File: src/rtl/qpsk_frame_assembler_pkg.sv
// qpsk_frame_assembler_pkg
//   Shared constants and state encoding for the receive-side frame assembler.
//   SYM_W, N_SYM and FRAME_W are common to the transmit slicer and the
//   deinterleaver, so all three agree on the frame layout.
package qpsk_frame_assembler_pkg;

  localparam int SYM_W   = 2;
  localparam int N_SYM   = 14;
  localparam int FRAME_W = SYM_W * N_SYM;

  typedef enum logic [1:0] {
    IDLE    = 2'd0,
    ALIGN   = 2'd1,
    COLLECT = 2'd2,
    HOLD    = 2'd3
  } state_t;

endpackage

File: src/rtl/qpsk_frame_assembler_if.sv
// qpsk_frame_assembler_if
//   Bundles the symbol input, frame handshake and status signals of the
//   frame assembler.
//   slave  : the assembler side (consumes start/sym_i/frame_ack)
//   master : the surrounding logic (drives start/sym_i/frame_ack)
//   Signals: start, sym_i[SYM_W], frame_o[FRAME_W], frame_valid, frame_ack,
//            busy, overrun
import qpsk_frame_assembler_pkg::*;

interface qpsk_frame_assembler_if;
  logic               start;
  logic [SYM_W-1:0]   sym_i;
  logic [FRAME_W-1:0] frame_o;
  logic               frame_valid;
  logic               frame_ack;
  logic               busy;
  logic               overrun;

  modport slave (
    input  start, sym_i, frame_ack,
    output frame_o, frame_valid, busy, overrun
  );

  modport master (
    output start, sym_i, frame_ack,
    input  frame_o, frame_valid, busy, overrun
  );
endinterface

File: src/rtl/qpsk_frame_assembler.sv
// qpsk_frame_assembler
//   Collects N_SYM demodulated 2-bit symbols into one FRAME_W-bit frame and
//   presents it to the deinterleaver with a valid/ack handshake. The start
//   pulse marks symbol 0 entering the modulator; LAT (1..15) is the fixed
//   modulator->channel->demodulator delay, so symbol 0 is sampled LAT edges
//   after the start edge.
// Ports:
//   clk  - clock
//   rst  - asynchronous active-high reset
//   bus  - qpsk_frame_assembler_if.slave:
//          start, sym_i in; frame_o (symbol k at [2k+1:2k]), frame_valid out;
//          frame_ack in; busy (ALIGN/COLLECT) out; overrun (sticky) out
module qpsk_frame_assembler
  import qpsk_frame_assembler_pkg::*;
#(
  parameter int LAT = 2
) (
  input  logic                   clk,
  input  logic                   rst,
  qpsk_frame_assembler_if.slave  bus
);

  state_t             state;
  logic [3:0]         idx;
  logic [3:0]         dly;
  logic [FRAME_W-1:0] shadow;

  assign bus.busy = (state == ALIGN) || (state == COLLECT);

  always_ff @(posedge clk or posedge rst) begin
    if (rst) begin
      state           <= IDLE;
      idx             <= 4'd0;
      dly             <= 4'd0;
      shadow          <= '0;
      bus.frame_o     <= '0;
      bus.frame_valid <= 1'b0;
      bus.overrun     <= 1'b0;
    end else begin
      case (state)
        IDLE: begin
          if (bus.start) begin
            state <= ALIGN;
            dly   <= LAT[3:0];
          end
        end

        // Count off the channel latency; symbol 0 lands on the edge where
        // dly reaches 1.
        ALIGN: begin
          if (bus.start) bus.overrun <= 1'b1;
          if (dly == 4'd1) begin
            shadow[SYM_W-1:0] <= bus.sym_i;
            idx               <= 4'd1;
            state             <= COLLECT;
          end else begin
            dly <= dly - 4'd1;
          end
        end

        // The last symbol goes straight into frame_o alongside the shadow
        // contents, so the frame is published on the same edge it completes.
        COLLECT: begin
          if (bus.start) bus.overrun <= 1'b1;
          shadow[{idx, 1'b0} +: SYM_W] <= bus.sym_i;
          if (idx == 4'(N_SYM - 1)) begin
            bus.frame_o     <= {bus.sym_i, shadow[FRAME_W-SYM_W-1:0]};
            bus.frame_valid <= 1'b1;
            idx             <= 4'd0;
            state           <= HOLD;
          end else begin
            idx <= idx + 4'd1;
          end
        end

        // A start coinciding with the ack is a legal back-to-back frame.
        HOLD: begin
          if (bus.frame_ack) begin
            bus.frame_valid <= 1'b0;
            if (bus.start) begin
              state <= ALIGN;
              dly   <= LAT[3:0];
            end else begin
              state <= IDLE;
            end
          end else if (bus.start) begin
            bus.overrun <= 1'b1;
          end
        end

        default: state <= IDLE;
      endcase
    end
  end

endmodule

File: src/flat_wrapper.sv
// flat-port wrapper written by rule: the top's interface ports become plain ports
module qpsk_frame_assembler_flat import qpsk_frame_assembler_pkg::*;
#(
  parameter int LAT = 2
)
  (clk, rst, bus_start, bus_sym_i, bus_frame_ack, bus_frame_o, bus_frame_valid, bus_busy, bus_overrun);
  qpsk_frame_assembler_if bus_i ();
  input  logic clk;
  input  logic rst;
  input wire logic [$bits(bus_i.start)-1:0] bus_start;
  input wire logic [$bits(bus_i.sym_i)-1:0] bus_sym_i;
  input wire logic [$bits(bus_i.frame_ack)-1:0] bus_frame_ack;
  output wire logic [$bits(bus_i.frame_o)-1:0] bus_frame_o;
  output wire logic [$bits(bus_i.frame_valid)-1:0] bus_frame_valid;
  output wire logic [$bits(bus_i.busy)-1:0] bus_busy;
  output wire logic [$bits(bus_i.overrun)-1:0] bus_overrun;
  assign bus_i.start = bus_start;
  assign bus_i.sym_i = bus_sym_i;
  assign bus_i.frame_ack = bus_frame_ack;
  assign bus_frame_o = bus_i.frame_o;
  assign bus_frame_valid = bus_i.frame_valid;
  assign bus_busy = bus_i.busy;
  assign bus_overrun = bus_i.overrun;
  qpsk_frame_assembler #(.LAT(LAT)) u_core (.clk(clk), .rst(rst), .bus(bus_i));
endmodule
File: config.mk
export PLATFORM = sky130hd
export DESIGN_NAME = qpsk_frame_assembler_flat
export DESIGN_NICKNAME = d
export VERILOG_FILES = /design/src/rtl/qpsk_frame_assembler_pkg.sv /design/src/rtl/qpsk_frame_assembler_if.sv /design/src/rtl/qpsk_frame_assembler.sv /design/src/flat_wrapper.sv
export SDC_FILE = /design/constraint.sdc
export NUM_CORES = 1
export LEC_CHECK = 0
export ABC_AREA = 1
export CORE_MARGIN = 2
export CORE_UTILIZATION = 30
export CTS_CLUSTER_DIAMETER = 200
export DETAILED_ROUTE_END_ITERATION = 16
export GPL_TIMING_DRIVEN = 0
export PLACE_DENSITY = 0.56
export SYNTH_ARGS = -nofsm -noshare
export SYNTH_HDL_FRONTEND = slang
export SYNTH_SLANG_ARGS = --single-unit
File: constraint.sdc
create_clock -name clk -period 1.65 [get_ports clk]
set_input_delay 0.165 -clock clk [delete_from_list [all_inputs] [get_ports clk]]
set_output_delay 0.165 -clock clk [all_outputs]
set_load 0.01 [all_outputs]
* Word-level counts from Yosys, hierarchy flattened *
Cells that the tools add are included.

storage, ports and cells
  register bits = 68
  latch bits = 0
  memory bits (writable) = 0
  bits in read-only memories = 0
  input port bits = 6
  output and inout port bits = 31
  word-level logic and storage cells = 59
  memories = 0

operators by class
  add/sub/neg operators = 3
  multipliers = 0
  divide/modulo/power cells = 0
  order comparisons = 0
  eq/ne operators = 11
  shift-type cells = 2
  multiplexer cells = 22
  bitwise logic cells = 0
  reductions and logical operators = 13

operator list
  cell                      number
  $bwmux W28                1
  $shift A2 B7 Y28 const A  1
  $shiftx A2 B7 Y28         1
  $mux W4                   5
  $ne A2 B2 Y1 const B      6
  $pmux W4 S3               1
  $mux W2                   5
  $pmux W2 S4               1
  $pmux W4 S2               1
  $neg A5 Y7                1
  $reduce_and A2 Y1         3
  $reduce_and A3 Y1         2
  $reduce_bool A2 Y1        3
  $mux W1                   5
  $add A4 B1 Y4 const B     1
  $eq A2 B2 Y1 const B      2
  $eq A4 B1 Y1 const B      1
  $eq A4 B4 Y1 const B      1
  $pmux W1 S2               2
  $pmux W2 S2               1
  $reduce_and A4 Y1         1
  $sub A4 B1 Y4 const B     1
  $reduce_bool A3 Y1        1
  $eq A2 B1 Y1 const B      1
  3 further kinds           3

* Depth between registers and ports, before layout *
Gate-level depths: netlist of the first run.

  word-level depth = 4
  mapped depth = 10
  mapped depth without buffers = 10

* Least setup slack after synthesis of the first run *
OpenSTA, ideal clock, no wires.

  path type = register to register
  start = reg u_core.idx[0]
  end = reg u_core.shadow[24]
  library setup time = 116 ps
  arrival = 1562 ps
  required time = 1534 ps
  path slack = -28 ps
  cell stages (with the launch flop) = 9
  buffers on the path = 1
  period minus slack after synthesis = 1678 ps
  cells stage by stage = dfrtp_1 inv_2 ha_1 clkbuf_1 nand3b_1 nor2_2 nand2_1 nand2_1 nand2_1

on the way
  cells in the longest elaborated chain, start to end = 3
  elaborated cells on any way between the ends = 4
  those cells by class = add/sub (1); shift (2); mux (1)

ends and longest elaborated chain
  what                                                   RTL line                    RTL
  from (decl)                                            qpsk_frame_assembler.sv:24  logic [3:0] idx;
  from (signal assigned)                                 qpsk_frame_assembler.sv:72  idx <= idx + 4'd1;
  $neg A5 Y7 (*)                                         qpsk_frame_assembler.sv:65  shadow[{idx, 1'b0} +: SYM_W] <= bus.sym_i;
  $shiftx A2 B7 Y28 or $shift A2 B7 Y28 (tied branches)  qpsk_frame_assembler.sv:65
  $bwmux W28 (*)                                         qpsk_frame_assembler.sv:65
  to (signal, indexed assignment)                        qpsk_frame_assembler.sv:53  shadow[SYM_W-1:0] <= bus.sym_i;
  to (signal, indexed assignment)                        qpsk_frame_assembler.sv:65
  to (decl)                                              qpsk_frame_assembler.sv:26  logic [FRAME_W-1:0] shadow;

Mark *: on every way between the ends. The rest lies on a longest branch, timed or not.
A chain may end at the register's enable or synchronous reset.

* Final worst setup path of the first run *
  start = reg u_core.state[0]
  end = out bus_busy

on the way
  cells in the longest elaborated chain, start to end = 2
  elaborated cells on any way between the ends = 3
  those cells by class = eq/ne (2); reduce/logical (1)

ends and longest elaborated chain
  what                                          RTL line                    RTL
  from (decl)                                   qpsk_frame_assembler.sv:23  state_t state;
  from (signal assigned)                        qpsk_frame_assembler.sv:32  state <= IDLE;
  from (signal assigned)                        qpsk_frame_assembler.sv:43  state <= ALIGN;
  from (signal assigned)                        qpsk_frame_assembler.sv:55  state <= COLLECT;
  $eq A2 B1 Y1 or $eq A2 B2 Y1 (tied branches)  qpsk_frame_assembler.sv:28  assign bus.busy = (state == ALIGN) || (state == COLLECT);
  $logic_or A1 B1 Y1 (*)                        qpsk_frame_assembler.sv:28
  to (decl)                                     flat_wrapper.sv:15          output wire logic [$bits(bus_i.busy)-1:0] bus_busy;

Marks and branches as above.

==> results of run 1 <==
[sequential cells by signal, summed over array words and instances (netlist names)]
name	count
u_core.bus.frame_o	28
u_core.bus.frame_valid	1
u_core.bus.overrun	1
u_core.dly	4
u_core.idx	4
u_core.shadow	26
u_core.state	2
[area by class of cell]
| type | count | area share |
|---|---|---|
| Clock inverter | 6 | 0.0214 |
| Inverter | 33 | 0.0321 |
| Clock buffer | 10 | 0.0303 |
| Sequential cell | 66 | 0.393 |
| Timing Repair Buffer | 52 | 0.121 |
| Tap cell | 136 | 0.0404 |
| Buffer | 8 | 0.0172 |
| Multi-Input combinational cell | 277 | 0.345 |
[power by group through the flow]
stage,registers [uW],logic [uW],clock network (uW)
finish,2180,2350,1500
global route,2220,2630,1610
CTS,2180,2020,1560
detailed placement,2250,1840,0
global placement,2240,1790,0
floorplan,2170,1460,0
[Yosys cell counts]
cell	n	area, um2
nand2_1	169	634
dfrtp_1	66	1650
nand3_1	37	185
inv_1	23	86.3
o21ai_1	13	65.1
ha_1	11	138
inv_2	9	33.8
nor2_1	9	33.8
nand4_1	8	50.1
buf_2	6	30.0
nand2_2	4	25.0
nor2_4	4	45.0
nor3_1	4	20.0
buf_6	3	33.8
nand3_2	3	30.0
nor2_2	3	18.8
a21oi_1	2	10.0
nand3b_1	2	15.0
a21o_1	1	7.51
a21oi_4	1	16.3
clkbuf_1	1	3.75
clkinv_1	1	3.75
nand2_4	1	11.3
o21ai_0	1	5.00
o21ai_2	1	8.76
o21bai_1	1	7.51
or2_2	1	6.26
xor2_1	1	8.76
[routing by layer]
metal | track usage | wire [um]
met5 | 0 | 0
met4 | 0.0575 | 111
met3 | 0.0395 | 286
met2 | 0.222 | 3320
met1 | 0.159 | 3200
[repair_timing]
item                                    in CTS  in global routing
hold endpoints to repair                     0                  0
endpoints found under the setup margin      65                 62
buffers inserted                             7                  8
resized for setup                           13                 25
pin swaps                                    1                  6
[cell families after synthesis]
| family | Yosys count | synth area share |
|---|---|---|
| simple gates | 245 | 0.338 |
| flops | 66 | 0.519 |
| buf+inv | 43 | 0.0601 |
| compound gates | 20 | 0.0377 |
| fa+ha+maj | 11 | 0.0432 |
| xor+xnor | 1 | 0.00275 |
[metrics by stage]
stage                     std cells  hold slack [ns]   util
after floorplan                 386            0.286      -
after global routing            588            0.290  0.408
after detailed placement        559            0.446  0.362
after CTS                       580            0.264  0.393
final                           588            0.240  0.408
after global placement          558            0.442  0.360
[layout by cell type, fill, tap and decap left out, types with 4 or more instances in the layout]
cell type / Yosys / final
buf_4: 0 / 13
buf_6: 3 / 5
clkbuf_8: 0 / 9
clkdlybuf4s50_1: 0 / 35
dfrtp_1: 66 / 64
ha_1: 11 / 8
inv_1: 23 / 18
inv_2: 9 / 11
nand2_1: 169 / 169
nand3_1: 37 / 33
nand3_2: 3 / 6
nand4_1: 8 / 8
nor2_1: 9 / 6
nor2_2: 3 / 4
nor2_4: 4 / 6
o21ai_1: 13 / 13
[how the worst max path moves through the flow]
| stage | endpoint | from |
|---|---|---|
| after floorplan | u_core.shadow[24] | u_core.idx[0] |
| after global placement | u_core.bus.frame_o[27] | u_core.state[0] |
| after detailed placement | u_core.bus.frame_o[2] | u_core.state[0] |
| after CTS | u_core.shadow[24] | u_core.idx[0] |
| after global routing | u_core.dly[0] | u_core.state[0] |
| final | bus_busy | u_core.state[0] |
[worst reg2reg max path: stages (launching register included)]
cell and delay, ns:
dfrtp_1 0.40, buf_4 0.15, ha_1 0.20, buf_6 0.14, nand4_1 0.16, inv_2 0.07, nor2_4 0.14, buf_4 0.13
nand2_1 0.04, o21ai_1 0.07
==> flow_summary.yaml, run 1 <==
logic_synthesis:
  yosysWarningCount: 0
  avgSynthCellArea_um2: 8.25
  ys_seq_elements: 66
  synth_cell_types: 28
  syn_inst: 386
  synth_area_mm2: 0.00318
  ys_seq_area_frac: 0.519
  syn_nets: 403
floorplan:
  fp-row-count: 37
  core-area_mm2: 0.0103
  die_w_um: 107
  fp.dieArea_mm2: 0.0115
  start_util: 0.308
  io_pins: 37
  die_h_um: 107
power:
  p_leak_uw: 0.00202
  swShare: 0.381
  power.internal_uw: 3730
  power_density_mw_per_mm2: 1430
  pwr-share-seq: 0.362
  p_comb_frac: 0.389
  p_clk_frac: 0.249
  finalPower_uw: 6030
  ir_drop_mv: 0.630
  p_sw_uw: 2300
setup_path:
  worstRegToRegCells: 9
  endpoint_kind: "primary output"
  startpoint_type: "flip-flop"
  cp.required_ns: 1.48
  r2r_start: "u_core.state[0]"
  path_cells: "inv_2 -> ha_1 -> dlygate4sd2_1"
  slowest_delay_ns: 0.40
  reg2reg_slack_ns: 0.09
  r2r_end: "u_core.dly[1]"
  worst_path_max_delay_cell: "dfrtp_1"
  crit_fanout: 4
  crit_buf_inv: 2
  cp.depth: 3
  worstPathArrival_ns: 1.40
  critPathTopFamily: "flip-flops"
  critical_path_class: "flip-flop to primary output"
global_route:
  grt_pass1_vias: 2734
  antenna_found_initial: 0
  grt_overflow: 0
  track_usage: 0.133
  grt_max_degree: 41
  grt_pass1_wl_mm: 12.0
sta:
  slew_violations: 0
  setup-tns-final_ns: 0
  worst_pin_slew_ns: 0.629
  relSlewSlack: 0.580
  fmax_ghz: 0.640
  fin_ws_ns: 0.0883
  finalSetupViolations: 0
  fin_crit_ns: 1.56
  skew_ns: 0.0113
  fin_crit_sh: 0.947
  rsz0062_at_grt: "false"
  finalHoldViolations: 0
placement:
  gp_congestion: 0.846
  io_buffers: 36
  hpwl_mm: 5.02
  dp_slack_ns: -0.284
  dpl_cell_area_mm2: 0.00374
route:
  routed_wire_length_per_instance_um: 11.8
  drt_iter0_drc: 115
  ant_nets: 0
  drtPass1Iterations: 4
  viasPerCell: 4.44
  vias: 2608
  drc: 0
  drt-total-wl_mm: 6.92
finish:
  nNetsFinal: 464
  area_growth_pct: 32.2
  drive_gt1_frac: 0.188
  seq_area_mm2: 0.00165
  n_fill_cell: 1050
  multiInputGateArea_mm2: 0.00145
  design_area_mm2: 0.00421
  n_antenna_cell: 0
hold_path:
  hold_class: "input port to asynchronous set/reset pin"
clocking:
  ctsLongestPathBuffers: 2
  cts_hold_buf: 0
  clkLatencyLatePin_ns: 0.35
  cts_sinks: 66
  clkSlewWorstSetupHoldPaths_ns: 0.08
  tritoncts: "done"
  cts_buffers: 9
  htree_levels: 3
  cts_root_buf: "clkbuf_8"
flow_run:
  maxCapViolations: 0
outcome:
  status: "complete, no violations"
No activity file was read; power rests on OpenSTA's default activity.
==> run 2, diff against run 1 <==
--- a/config.mk
+++ b/config.mk
@@ -6,6 +6,7 @@
 export NUM_CORES = 1
 export LEC_CHECK = 0
 export ABC_AREA = 1
+export CORE_ASPECT_RATIO = 0.75
 export CORE_MARGIN = 2
 export CORE_UTILIZATION = 30
 export CTS_CLUSTER_DIAMETER = 200
==> constraint.sdc (replaced) <==
create_clock -name clk -period 1.65 [get_ports clk]
set_input_delay 0.4125 -clock clk [delete_from_list [all_inputs] [get_ports clk]]
set_output_delay 0.4125 -clock clk [all_outputs]
set_load 0.01 [all_outputs]
==> run 2 against run 1 <==
  * Fmax shrank 2.7%
  * Clock power grew 28%
  * Final cell count grew 1.2%
  * Non-clock buffer count grew 7
  * Setup slack lost 0.043 ns
  * Register-to-register slack lost 0.02 ns
  * Sequential share of layout area shrank 2.0 points
  * Critical path type unchanged
==> flow_summary.yaml, run 2 (synthesis results as in run 1) <==
route:
  viasPerCell: 4.47
  routed_wire_length_per_instance_um: 12.0
  vias: 2661
  drc: 0
  drt-total-wl_mm: 7.13
  ant_nets: 0
  drtPass1Iterations: 4
  drt_iter0_drc: 167
clocking:
  cts_root_buf: "clkbuf_16"
  ctsLongestPathBuffers: 2
  clkLatencyLatePin_ns: 0.33
  cts_hold_buf: 0
  htree_levels: 3
  tritoncts: "done"
  cts_sinks: 66
  cts_buffers: 9
  clkSlewWorstSetupHoldPaths_ns: 0.05
sta:
  worst_pin_slew_ns: 0.725
  slew_violations: 0
  fin_ws_ns: 0.0454
  relSlewSlack: 0.516
  skew_ns: 0.00574
  timing.hold.ws_ns: 0.453
  fin_crit_ns: 1.60
  fmax_ghz: 0.623
  rsz0062_at_grt: "true"
  fin_crit_sh: 0.972
  finalHoldViolations: 0
  finalSetupViolations: 0
placement:
  dp_slack_ns: -0.289
  hpwl_mm: 4.95
  gp_congestion: 0.841
  io_buffers: 36
setup_path:
  r2r_start: "u_core.idx[0]"
  worstPathArrival_ns: 1.19
  cp.required_ns: 1.24
  worstRegToRegCells: 7
  endpoint_kind: "primary output"
  critical_path_class: "flip-flop to primary output"
  crit_fanout: 3
  startpoint_type: "flip-flop"
  r2r_end: "u_core.shadow[20]"
  reg2reg_slack_ns: 0.07
finish:
  largest_reg_flops: 28
  area_growth_pct: 39.2
  regMostFlops: "u_core.bus.frame_o"
  final_common_cell: "nand2_1"
  n_antenna_cell: 0
  final_cell_mix: "169 x nand2_1, 64 x dfrtp_1, 34 x nand3_1, 24 x dlymetal6s2s_1, 20 x buf_4"
  top_regs: "u_core.bus.frame_o (28), u_core.shadow (26)"
  n_fill_cell: 990
  nNetsFinal: 471
  drive_gt1_frac: 0.203
power:
  p_leak_uw: 0.00253
  power_density_mw_per_mm2: 1510
  ir_drop_mv: 0.784
  finalPower_uw: 6690
floorplan:
  core-area_mm2: 0.0103
  start_util: 0.309
  fp.dieArea_mm2: 0.0115
  die_w_um: 123
  fp-row-count: 32
  io_pins: 37
  die_h_um: 93.2
outcome:
  status: "complete, no violations"
global_route:
  antenna_found_initial: 0
  grt_overflow: 0
  track_usage: 0.135
  grt_pass1_vias: 2488
  grt_pass1_wl_mm: 11.8
  grt_max_degree: 36
hold_path:
  hold_depth: 1
  hold_class: "flip-flop to flip-flop"
  hp-start: "u_core.bus.overrun"
  holdPathEnd: "u_core.bus.overrun"
flow_run:
  maxCapViolations: 0
run 2: changes by cell type in the layout (fill, tap and decap cells not counted), sizes merged:
cell,before,now
clkinvlp,2,3
clkinv,4,3
dlygate4sd2,1,6
dlymetal6s2s,0,24
clkdlybuf4s50,35,5
bufinv,2,1
inv,31,30
buf,21,31
run 2: area by class of cell:
cell class	instances	area, um2	area share
multi-input cells	277	1470	0.333
repair buffers	58	611	0.138
clock buffers	12	256	0.0579
plain buffers	9	81.3	0.0184
well taps	136	170	0.0384
inverters	33	135	0.0305
clock inverters	4	50.0	0.0113
flip-flops and latches	66	1650	0.373
run 2: worst max-delay path by stage:
stage,cells after the start,end,start
after global routing,10,u_core.shadow[10],u_core.idx[0]
final,3,bus_busy,u_core.state[0]
after global placement,2,u_core.idx[0],rst
after detailed placement,5,u_core.shadow[6],bus_sym_i[0]
after CTS,1,bus_frame_o[26],u_core.bus.frame_o[26]
after floorplan,8,u_core.shadow[24],u_core.idx[0]
run 2: per-stage QoR:
stage | setup TNS, ns | util | instance area, um2 | std cells
after floorplan | 0 | - | 3190 | 386
after global placement | -31.71 | 0.362 | 3720 | 558
after detailed placement | -11.49 | 0.363 | 3740 | 559
after CTS | 0 | 0.403 | 4150 | 583
after global routing | -0.201 | 0.431 | 4430 | 595
final | 0 | 0.431 | 4430 | 595
run 2: critical path, stage by stage (launching register included):
cell	delay (ns)
dfrtp_1	0.39
inv_2	0.12
ha_4	0.22
buf_2	0.13
run 2: routing by layer:
metal  track usage  share of wire
met2         0.199           0.42
met5             0              0
met4        0.0517          0.016
met3        0.0433          0.048
met1         0.182           0.51
run 2: report_power, final:
group | total, uW | leakage, uW | switching [uW] | internal, uW
Sequential | 2200 | 0.000786 | 228 | 1970
Clock | 1920 | 0.000145 | 676 | 1250
Combinational | 2570 | 0.00160 | 1490 | 1070
run 2: repair_timing:
action                     CTS  global route
resized for setup           26            48
setup buffers                9            12
setup endpoints to repair   70            83
pin swaps                    1             4
gates cloned                 0             0
